<file path="config.mk">
export PLATFORM = sky130hd
export DESIGN_NAME = bus_seg7_display_flat
export DESIGN_NICKNAME = d
export VERILOG_FILES = /design/src/rtl/bus_seg7_pkg.sv /design/src/rtl/bus_seg7_display_if.sv /design/src/rtl/hex_to_seg7.sv /design/src/rtl/bus_seg7_display.sv /design/src/flat_wrapper.sv
export SDC_FILE = /design/constraint.sdc
export NUM_CORES = 1
export LEC_CHECK = 0
export BUFFER_PORTS_ARGS = -buffer_cell sky130_fd_sc_hd__buf_4
export CORE_ASPECT_RATIO = 0.7
export CORE_MARGIN = 1
export CORE_UTILIZATION = 52
export CTS_BUF_LIST = sky130_fd_sc_hd__clkbuf_16
export CTS_CLUSTER_DIAMETER = 50
export DETAILED_ROUTE_END_ITERATION = 8
export PLACE_DENSITY = 0.79
export SLEW_MARGIN = 10
export SYNTH_ARGS = -nofsm -noshare
export SYNTH_HDL_FRONTEND = slang
export SYNTH_SLANG_ARGS = --single-unit
</file>
<file path="constraint.sdc">
create_clock -name clk -period 2.3 [get_ports clk]
set_clock_uncertainty 0.1 [all_clocks]
set_input_delay 0.23 -clock clk [delete_from_list [all_inputs] [get_ports clk]]
set_output_delay 0.23 -clock clk [all_outputs]
set_load 0.1 [all_outputs]
</file>
<file path="src/rtl/bus_seg7_pkg.sv">
// Shared constants for the bus-mapped seven-segment display peripheral.
//   - Register offsets within the 8-byte I/O window (addr[2:0]).
//   - CTRL register bit assignment.
//   - Hex digit to active-high gfedcba segment table.
package bus_seg7_pkg;

    localparam logic [2:0] OFF_DIG0  = 3'd0;
    localparam logic [2:0] OFF_DIG1  = 3'd1;
    localparam logic [2:0] OFF_DIG2  = 3'd2;
    localparam logic [2:0] OFF_DIG3  = 3'd3;
    localparam logic [2:0] OFF_DP    = 3'd4;
    localparam logic [2:0] OFF_BLANK = 3'd5;
    localparam logic [2:0] OFF_LED   = 3'd6;
    localparam logic [2:0] OFF_CTRL  = 3'd7;

    localparam int unsigned CTRL_EN_BIT = 0;

    localparam logic [6:0] HEX7_TABLE [16] = '{
        7'h3F, 7'h06, 7'h5B, 7'h4F, 7'h66, 7'h6D, 7'h7D, 7'h07,
        7'h7F, 7'h6F, 7'h77, 7'h7C, 7'h39, 7'h5E, 7'h79, 7'h71
    };

endpackage

</file>
<file path="src/rtl/bus_seg7_display_if.sv">
// CPU-side bus of the seven-segment peripheral.
//   cpu_strobe : one-clk pulse marking a CPU bus cycle
//   addr       : CPU address bus
//   wdata      : CPU write data
//   we         : CPU write enable
//   rdata      : registered read data back to the CPU
//   rd_sel     : rdata belongs to this peripheral for the current CPU cycle
interface bus_seg7_display_if;
    logic        cpu_strobe;
    logic [15:0] addr;
    logic [7:0]  wdata;
    logic        we;
    logic [7:0]  rdata;
    logic        rd_sel;

    modport master (
        output cpu_strobe, addr, wdata, we,
        input  rdata, rd_sel
    );

    modport slave (
        input  cpu_strobe, addr, wdata, we,
        output rdata, rd_sel
    );
endinterface

</file>
<file path="src/rtl/hex_to_seg7.sv">
// Combinational hex nibble to seven-segment pattern.
//   nibble : 4-bit hex value
//   seg    : active-high segments {g,f,e,d,c,b,a}
module hex_to_seg7
    import bus_seg7_pkg::*;
(
    input  logic [3:0] nibble,
    output logic [6:0] seg
);

    assign seg = HEX7_TABLE[nibble];

endmodule

</file>
<file path="src/rtl/bus_seg7_display.sv">
// Memory-mapped 8-digit multiplexed hex display and LED peripheral.
//   clk, rst_n : clock, asynchronous active-low reset
//   bus        : CPU bus (slave side), writes latch registers, reads are registered
//   seg_sel    : digit enables, active-low, bit n = digit n
//   seg_data   : segments {dp,g,f,e,d,c,b,a}, inverted when SEG_ACTIVE_LOW
//   led        : LED outputs, active-high
module bus_seg7_display
    import bus_seg7_pkg::*;
#(
    parameter logic [15:0] BASE_ADDR      = 16'h6000,
    parameter int unsigned SCAN_BITS      = 16,
    parameter bit          SEG_ACTIVE_LOW = 1'b1
) (
    input  logic                 clk,
    input  logic                 rst_n,
    bus_seg7_display_if.slave    bus,
    output logic [7:0]           seg_sel,
    output logic [7:0]           seg_data,
    output logic [3:0]           led
);

    // Segment value with every segment dark, for either board polarity.
    localparam logic [7:0] SEG_OFF = {8{SEG_ACTIVE_LOW}};

    logic [3:0][7:0]      dig_q;
    logic [7:0]           dp_q;
    logic [7:0]           blank_q;
    logic [3:0]           led_reg_q;
    logic                 en_q;
    logic [7:0]           rdata_q;
    logic                 rd_sel_q;
    logic [SCAN_BITS-1:0] prescaler_q;
    logic [2:0]           idx_q;
    logic [7:0]           seg_sel_q;
    logic [7:0]           seg_data_q;
    logic [3:0]           led_q;

    logic       hit;
    logic       wr_en;
    logic       rd_en;
    logic [7:0] reg_rd;
    logic       tick;
    logic [3:0] nibble;
    logic [6:0] seg7;
    logic       digit_on;

    assign hit   = bus.addr[15:3] == BASE_ADDR[15:3];
    assign wr_en = bus.cpu_strobe & bus.we & hit;
    assign rd_en = bus.cpu_strobe & ~bus.we;

    always_comb begin
        reg_rd = 8'h00;
        case (bus.addr[2:0])
            OFF_DIG0, OFF_DIG1, OFF_DIG2, OFF_DIG3: reg_rd = dig_q[bus.addr[1:0]];
            OFF_DP:    reg_rd = dp_q;
            OFF_BLANK: reg_rd = blank_q;
            OFF_LED:   reg_rd = {4'h0, led_reg_q};
            OFF_CTRL:  reg_rd = {7'h00, en_q};
            default:   reg_rd = 8'h00;
        endcase
    end

    // Register file and CPU read path.
    always_ff @(posedge clk or negedge rst_n) begin
        if (!rst_n) begin
            dig_q     <= '0;
            dp_q      <= 8'h00;
            blank_q   <= 8'h00;
            led_reg_q <= 4'h0;
            en_q      <= 1'b0;
            rdata_q   <= 8'h00;
            rd_sel_q  <= 1'b0;
        end else begin
            if (wr_en) begin
                case (bus.addr[2:0])
                    OFF_DIG0, OFF_DIG1, OFF_DIG2, OFF_DIG3: dig_q[bus.addr[1:0]] <= bus.wdata;
                    OFF_DP:    dp_q      <= bus.wdata;
                    OFF_BLANK: blank_q   <= bus.wdata;
                    OFF_LED:   led_reg_q <= bus.wdata[3:0];
                    OFF_CTRL:  en_q      <= bus.wdata[CTRL_EN_BIT];
                    default:   ;
                endcase
            end
            if (rd_en) begin
                rd_sel_q <= hit;
                if (hit) begin
                    rdata_q <= reg_rd;
                end
            end else if (bus.cpu_strobe) begin
                rd_sel_q <= 1'b0;
            end
        end
    end

    // Scan: index advances on tick; the edge that sees tick blanks all digits
    // for one cycle so the outgoing digit does not ghost onto the next one.
    assign tick     = &prescaler_q;
    assign nibble   = idx_q[0] ? dig_q[idx_q[2:1]][7:4] : dig_q[idx_q[2:1]][3:0];
    assign digit_on = en_q & ~blank_q[idx_q] & ~tick;

    hex_to_seg7 u_hex_to_seg7 (
        .nibble (nibble),
        .seg    (seg7)
    );

    always_ff @(posedge clk or negedge rst_n) begin
        if (!rst_n) begin
            prescaler_q <= '0;
            idx_q       <= 3'd0;
            seg_sel_q   <= 8'hFF;
            seg_data_q  <= SEG_OFF;
            led_q       <= 4'h0;
        end else begin
            prescaler_q <= prescaler_q + 1'b1;
            if (tick) begin
                idx_q <= idx_q + 3'd1;
            end
            seg_sel_q  <= digit_on ? ~(8'b1 << idx_q) : 8'hFF;
            seg_data_q <= digit_on ? ({dp_q[idx_q], seg7} ^ SEG_OFF) : SEG_OFF;
            led_q      <= led_reg_q;
        end
    end

    assign bus.rdata  = rdata_q;
    assign bus.rd_sel = rd_sel_q;
    assign seg_sel    = seg_sel_q;
    assign seg_data   = seg_data_q;
    assign led        = led_q;

endmodule

</file>
<file path="src/flat_wrapper.sv">
// flat-port wrapper written by rule: the top's interface ports become plain ports
module bus_seg7_display_flat import bus_seg7_pkg::*;
#(
    parameter logic [15:0] BASE_ADDR      = 16'h6000,
    parameter int unsigned SCAN_BITS      = 16,
    parameter bit          SEG_ACTIVE_LOW = 1'b1
)
  (clk, rst_n, seg_sel, seg_data, led, bus_cpu_strobe, bus_addr, bus_wdata, bus_we, bus_rdata, bus_rd_sel);
  bus_seg7_display_if bus_i ();
  input  logic clk;
  input  logic rst_n;
  output logic [7:0] seg_sel;
  output logic [7:0] seg_data;
  output logic [3:0] led;
  input wire logic [$bits(bus_i.cpu_strobe)-1:0] bus_cpu_strobe;
  input wire logic [$bits(bus_i.addr)-1:0] bus_addr;
  input wire logic [$bits(bus_i.wdata)-1:0] bus_wdata;
  input wire logic [$bits(bus_i.we)-1:0] bus_we;
  output wire logic [$bits(bus_i.rdata)-1:0] bus_rdata;
  output wire logic [$bits(bus_i.rd_sel)-1:0] bus_rd_sel;
  assign bus_i.cpu_strobe = bus_cpu_strobe;
  assign bus_i.addr = bus_addr;
  assign bus_i.wdata = bus_wdata;
  assign bus_i.we = bus_we;
  assign bus_rdata = bus_i.rdata;
  assign bus_rd_sel = bus_i.rd_sel;
  bus_seg7_display #(.BASE_ADDR(BASE_ADDR), .SCAN_BITS(SCAN_BITS), .SEG_ACTIVE_LOW(SEG_ACTIVE_LOW)) u_core (.clk(clk), .rst_n(rst_n), .bus(bus_i), .seg_sel(seg_sel), .seg_data(seg_data), .led(led));
endmodule
</file>
Word level (Yosys, flattened, before mapping)
Memory sizes are Yosys's and may differ from the RTL's.
Cells that the tools add are included.
Widths: inputs -> output; s select.
{"block": "totals", "ff_bits": 101, "mem_bits_ro": 112, "inputBits": 28, "out_inout_bits": 29, "word_cells": 73, "mem_count": 1}
{"block": "op_classes", "n_addsub": 2, "magnitude_cmp": 5, "n_eq_ne": 8, "shifts": 1, "mux": 19, "bitwise_logic": 11, "reduce_logical": 11}
{"name": "(no name shown)", "words": 16, "width": 7, "read_ports": 1, "rd_clocked_by_memory_dff": 0, "write_ports": 0, "line": "hex_to_seg7.sv:11", "rtl": "assign seg = HEX7_TABLE[nibble];"}
{"cell": "$mux 8", "n": 5}
{"cell": "$pmux 8 s5", "n": 1}
{"cell": "$bmux 8 s2", "n": 2}
{"cell": "$bwmux 32", "n": 1}
{"cell": "$add 16x1->16 const B", "n": 1}
{"cell": "$demux 8 s2", "n": 1}
{"cell": "$not 8->8", "n": 2}
{"cell": "$reduce_and 16->1", "n": 1}
{"cell": "$mux 7", "n": 2}
{"cell": "$eq 13x12->1 const B", "n": 1}
{"cell": "$eq 3x3->1 const B", "n": 4}
{"cell": "$reduce_and 2->1", "n": 6}
{"cell": "$shl 1x3->8 const A", "n": 1}
{"cell": "$bmux 1 s3", "n": 2}
{"cell": "$eq 3x2->1 const B", "n": 2}
{"cell": "$lt 2x3->1 const B", "n": 2}
{"cell": "$and 1x1->1", "n": 5}
{"cell": "$ge 5x5->1 const B", "n": 1}
{"cell": "$not 4->5", "n": 1}
{"cell": "$lt 3x4->1 const B", "n": 1}
{"cell": "$mux 1", "n": 4}
{"cell": "$mux 4", "n": 1}
{"cell": "$reduce_or 4->1", "n": 1}
{"cell": "$add 3x1->3 const B", "n": 1}
{"cell": "6 further kinds", "n": 8}

Logic depth before layout (Yosys ltp)
{"block": "depth", "word_depth": 9, "mapped_depth": 10, "depth_no_buf": 9}

Modules after synthesis
A second synthesis with hierarchy kept.
{"block": "hier_totals", "hier_cells": 379, "hier_area_um2": 5091.1}
{"mod": "bus_seg7_display", "instances": 1, "cells_each": 346, "area_per_inst_um2": 4797.1, "seq_area_each_um2": 2547.4}
{"mod": "hex_to_seg7", "instances": 1, "cells_each": 33, "area_per_inst_um2": 294.0, "seq_area_each_um2": 0.0}

Worst setup path before layout
No wires, ideal clock.
{"block": "synth_path", "kind": "register to register", "startpoint": "register u_core.idx_q[1]", "endpoint": "register u_core.seg_data_q[3], in the netlist u_core.seg_data[3]", "setup_ps": 79, "arrival_ps": 2249, "required_ps": 2121, "slack_ps": -127, "stages_incl_launch_ff": 8, "path_buffers": 1, "synth_period_minus_slack_ps": 2427, "path_cell_list": "dfrtp_1 buf_2 mux4_2 mux2_2 inv_1 ha_1 o211a_1 o21ai_0"}
{"block": "synth_via", "elab_chain_len": 9, "elab_cells_between_ends": 14, "cone_classes": "8 x mux; 5 x bitwise; 1 x memory"}
{"item": "start: declaration", "line": "bus_seg7_display.sv:33", "rtl": "logic [2:0] idx_q;"}
{"item": "start signal: assignment", "line": "bus_seg7_display.sv:116", "rtl": "idx_q <= idx_q + 3'd1;"}
{"item": "$bmux 8 s2", "line": "bus_seg7_display.sv:98", "rtl": "assign nibble = idx_q[0] ? dig_q[idx_q[2:1]][7:4] : dig_q[idx_q[2:1]][3:0];"}
{"item": "$mux 8 (not written as such)", "line": "bus_seg7_display.sv:98"}
{"item": "$mux 4", "line": "bus_seg7_display.sv:98"}
{"item": "$not 4->5 (not written as such)", "line": "hex_to_seg7.sv:11"}
{"item": "$mem_v2 16x7"}
{"item": "$mux 7 (not written as such) (2 in series)", "line": "hex_to_seg7.sv:11"}
{"item": "$not 8->8 (no line)"}
{"item": "$mux 8 (*)", "line": "bus_seg7_display.sv:119", "rtl": "seg_data_q <= digit_on ? ({dp_q[idx_q], seg7} ^ SEG_OFF) : SEG_OFF;"}
{"item": "end signal: assignment", "line": "bus_seg7_display.sv:119"}
{"item": "end: declaration", "line": "bus_seg7_display.sv:35", "rtl": "logic [7:0] seg_data_q;"}
Mark *: on every way between the ends. The rest lies on a longest branch, timed or not. The select of a mux whose other input is x is not followed.
A chain may end at the register's enable or synchronous reset.

Worst setup path in the final report
Ends and elaborated chain as after synthesis.

==> impl_metrics.csv <==
group,metric,value,unit
synth,yosys_most_used_dff,"dfrtp_1",
synth,synth_area_per_cell,13.19,sq um
critical_path,r2r_start,"u_core.idx_q[1]",
sta,worstMarginPinSlew,0.5201,ns
sta,fin_tns_setup,0,ns
critical_path,r2r_slack,0.06,ns
placement,dp_hpwl,7531,um
floorplan,coreArea,9035,sq um
final_layout,fillCellCount,687,
grt,grt_usage,24.64,%
sta,max_freq,0.4467,GHz
floorplan,num_rows,29,
sta,grt_setup_unrepaired,"true",
critical_path,cp-end-kind,"flop",
drt,antenna_left,0,
synth,synth_warnings,0,
drt,wl,10460,um
grt,antenna_found_initial,0,
critical_path,reg2regPathDepth,7,
final_layout,final_area,5893,sq um
grt,gr-total-overflow,0,
floorplan,fp.dieH,82.62,um
drt,drtIter0Drc,191,
drt,vias,3245,
hold_path,holdPathStages,2,
sta,fin_crit,2.238,ns
floorplan,initial_core_util,53.44,%
synth,synth_seq_area_share,52.76,%
synth,synth.cell_area,4828,sq um
hold_path,hp-class,"in2reg",
power,pwr-share-comb,4.1,%
grt,grt_pass1_wl,17080,um
hold_path,hp-start,"bus_wdata[5]",
power,swShare,21.46,%
critical_path,crit_slowest_cell,"mux4_2",
final_layout,syn2layout_area_growth,22.05,%
synth,yosys.area.top_type,"dfrtp_1",
synth,synthCells,366,
sta,setup_viol,0,
final_layout,nets,485,
drt,drc,0,
status,status,"finished, final reports clean",
critical_path,critPathArrivalTime,2.41,ns
grt,grt_pass1_vias,3259,
power,powerDensity,548.6,nW/um^2
critical_path,required,2.48,ns
power,switchingPower,0.6937,mW
sta,slew_headroom,65.33,%
cts,clock_sinks,101,
critical_path,crit_fanout,6,
synth,synthTopCellsByArea,"dfrtp_1 (44%), mux2_2 (13%), mux4_2 (9.8%), dfstp_2 (8.7%), ha_1 (3.4%)",
synth,synth_nets,407,
power,internal-power,2.539,mW
cts,clk_root_buffer_cell,"clkbuf_16",
power,ir_worst_vdd,0.0004478,V
critical_path,critPathLaunchType,"flop",
grt,grt_max_degree,38,
drt,routed_via_density,5.663,
drt,wl_met1,4498,um
cts,numCtsBuffers,9,
critical_path,reg2reg_to,"u_core.seg_data[3]",
power,clkPwrFrac,40.9,%
final_layout,layout-drive-gt1-share,43.88,%
synth,synth_edf_count,0,
power,seq_power_share,55.0,%
placement,place_congestion,0.8530,
placement,dp_slack,-0.01362,ns
final_layout,antenna_cells,0,
cts,cts_tree,"done",
power,leakage,2.762,nW
floorplan,die_w,117.2,um
sta,setup_slack,0.06159,ns
critical_path,crit_chain,"buf_12 -> mux4_2 -> mux2_4 -> inv_4 -> ha_1 -> o211a_1 -> o21ai_1",
synth,synth-seq-cells,101,
drt,route.detailed.wl_per_inst,18.25,um
synth,ys_async_sr_fraction,100.0,%
cts,cts_max_level,3,
critical_path,worst-path-buf-inv,2,
floorplan,design.die.area,9681,sq um
sta,hold_viol,0,
critical_path,crit_family,"multiplexers",
cts,clk_pin_slew,0.06,ns
drt,routed.top_layer,"met4",
critical_path,max_stage_delay,0.49,ns
sta,period_share,97.32,%
sta,finalMaxSlewViolations,0,
synth,synth_cell_type_count,41,
synth,synth_top_area_share,44.05,%
drt,first_pass_iters,4,
cts,worstSkewPairLatency,0.35,ns
floorplan,pin_count,57,
cts,cts_buffer_depth,2,
drt,dr_wl_met2,5098,um
placement,port_buffers,56,
drt,dr_wl_met3,689,um
job,max-cap-violations,0,
critical_path,path_class,"reg2reg",
placement,place_area,5562,sq um
hold_path,hold_end,"u_core.blank_q[5]",
-- repair_timing --
item,4_1_cts,5_1_grt
endpoints found under the setup margin,3,12
hold buffers,2,0
gates resized for setup,2,11
endpoints found under the hold margin,86,0
pin swaps,0,1
setup buffers,1,1
-- power groups by stage --
stage	Clock, mW	Combinational [mW]	Sequential [mW]
6_report	1.32	0.134	1.78
3_5_place_dp	0	0.134	1.81
4_1_cts	1.34	0.137	1.78
2_1_floorplan	0	0.0365	1.81
3_3_place_gp	0	0.130	1.81
5_1_grt	1.42	0.150	1.78
-- synth_stat cells (2+ instances only) --
cell type and n:
o21ai_0 9, ha_1 13, clkbuf_1 6, a21oi_1 7, dfstp_2 16, nand3_1 8, xor2_1 4, nor2_1 15
o221ai_1 3, and4_1 2, nand4_1 4, mux4_2 21, xnor2_1 11, buf_4 2, nand2_1 41, mux2i_1 11
o211ai_1 8, nand2b_1 4, mux2_2 56, nor2b_1 2, and2_1 4, buf_2 6, dfrtp_1 85, inv_1 11
-- layout by cell type (no fill, tap or decap), types with 3 or more instances in the layout --
master	instances
nand4_1	4
clkbuf_16	9
dfstp_2	16
nor2_1	15
mux4_2	21
o21ai_0	7
mux2_2	55
ha_1	11
a21oi_1	7
dfrtp_1	83
xor2_1	4
buf_4	74
o211ai_1	8
mux2i_1	10
and2_1	4
inv_1	13
xnor2_1	11
nand2b_1	4
nand3_1	8
o221ai_1	3
nand2_1	40
buf_12	6
-- worst max path at each step --
stage	from	end	slack, ns	cells after the start
finish	u_core.idx_q[1]	u_core.seg_data[3]	0.06	7
floorplan	u_core.idx_q[1]	u_core.seg_data[3]	0.005	7
CTS	u_core.idx_q[1]	u_core.seg_data[5]	0.001	10
detailed placement	u_core.idx_q[1]	u_core.seg_data[5]	-0.01	10
global route	u_core.idx_q[1]	u_core.seg_data[5]	-0.03	10
global placement	bus_addr[12]	u_core.dig_q[17]	0.07	7
-- cells by family (layout without fill, tap and decap cells) --
| logic type | count (synthesis) | after routing | synth area share (%) |
|---|---|---|---|
| simple gates | 91 | 91 | 9.510 |
| mux | 88 | 88 | 25.14 |
| compound gates | 31 | 31 | 4.095 |
| xor+xnor | 15 | 15 | 2.721 |
| flops | 101 | 101 | 52.76 |
| fa+ha+maj | 13 | 13 | 3.369 |
| buf+inv | 27 | 110 | 2.410 |
-- per-stage QoR --
stage               utilization [%]  cells  hold slack, ns  power [mW]
floorplan                         -    366         -0.1656       1.848
global placement              61.56    553       -0.002438       1.940
detailed placement            61.56    553       -0.002336       1.944
CTS                           64.69    572         0.05516       3.259
global route                  65.23    573         0.05473       3.347
finish                        65.23    573         0.05699       3.233
-- sequential cells by signal (all words and copies together), names as in the netlist --
register / count
u_core.idx_q: 3
u_core.dig_q: 32
u_core.blank_q: 8
u_core.seg_data: 8
u_core.bus.rdata: 8
u_core.en_q: 1
u_core.led: 4
u_core.seg_sel: 8
u_core.bus.rd_sel: 1
u_core.prescaler_q: 16
u_core.dp_q: 8
u_core.led_reg_q: 4
-- routing by layer --
layer | up-vias | global-route usage [%]
li1 | 1472 | -
met1 | 1658 | 32.59
met2 | 97 | 40.18
met3 | 18 | 6.277
met4 | 0 | 7.975
met5 | - | 0
-- layout make-up --
cell class	instances	area [sq um]	area share (%)
flip-flops and latches	101	2550	43.27
multi-input cells	238	2188	37.13
repair buffers	82	695.7	11.80
clock buffers	9	225.2	3.822
well taps	124	155.1	2.633
inverters	12	51.30	0.8705
clock inverters	7	27.53	0.4671
Note: power is estimated with default switching activity, not from simulation.
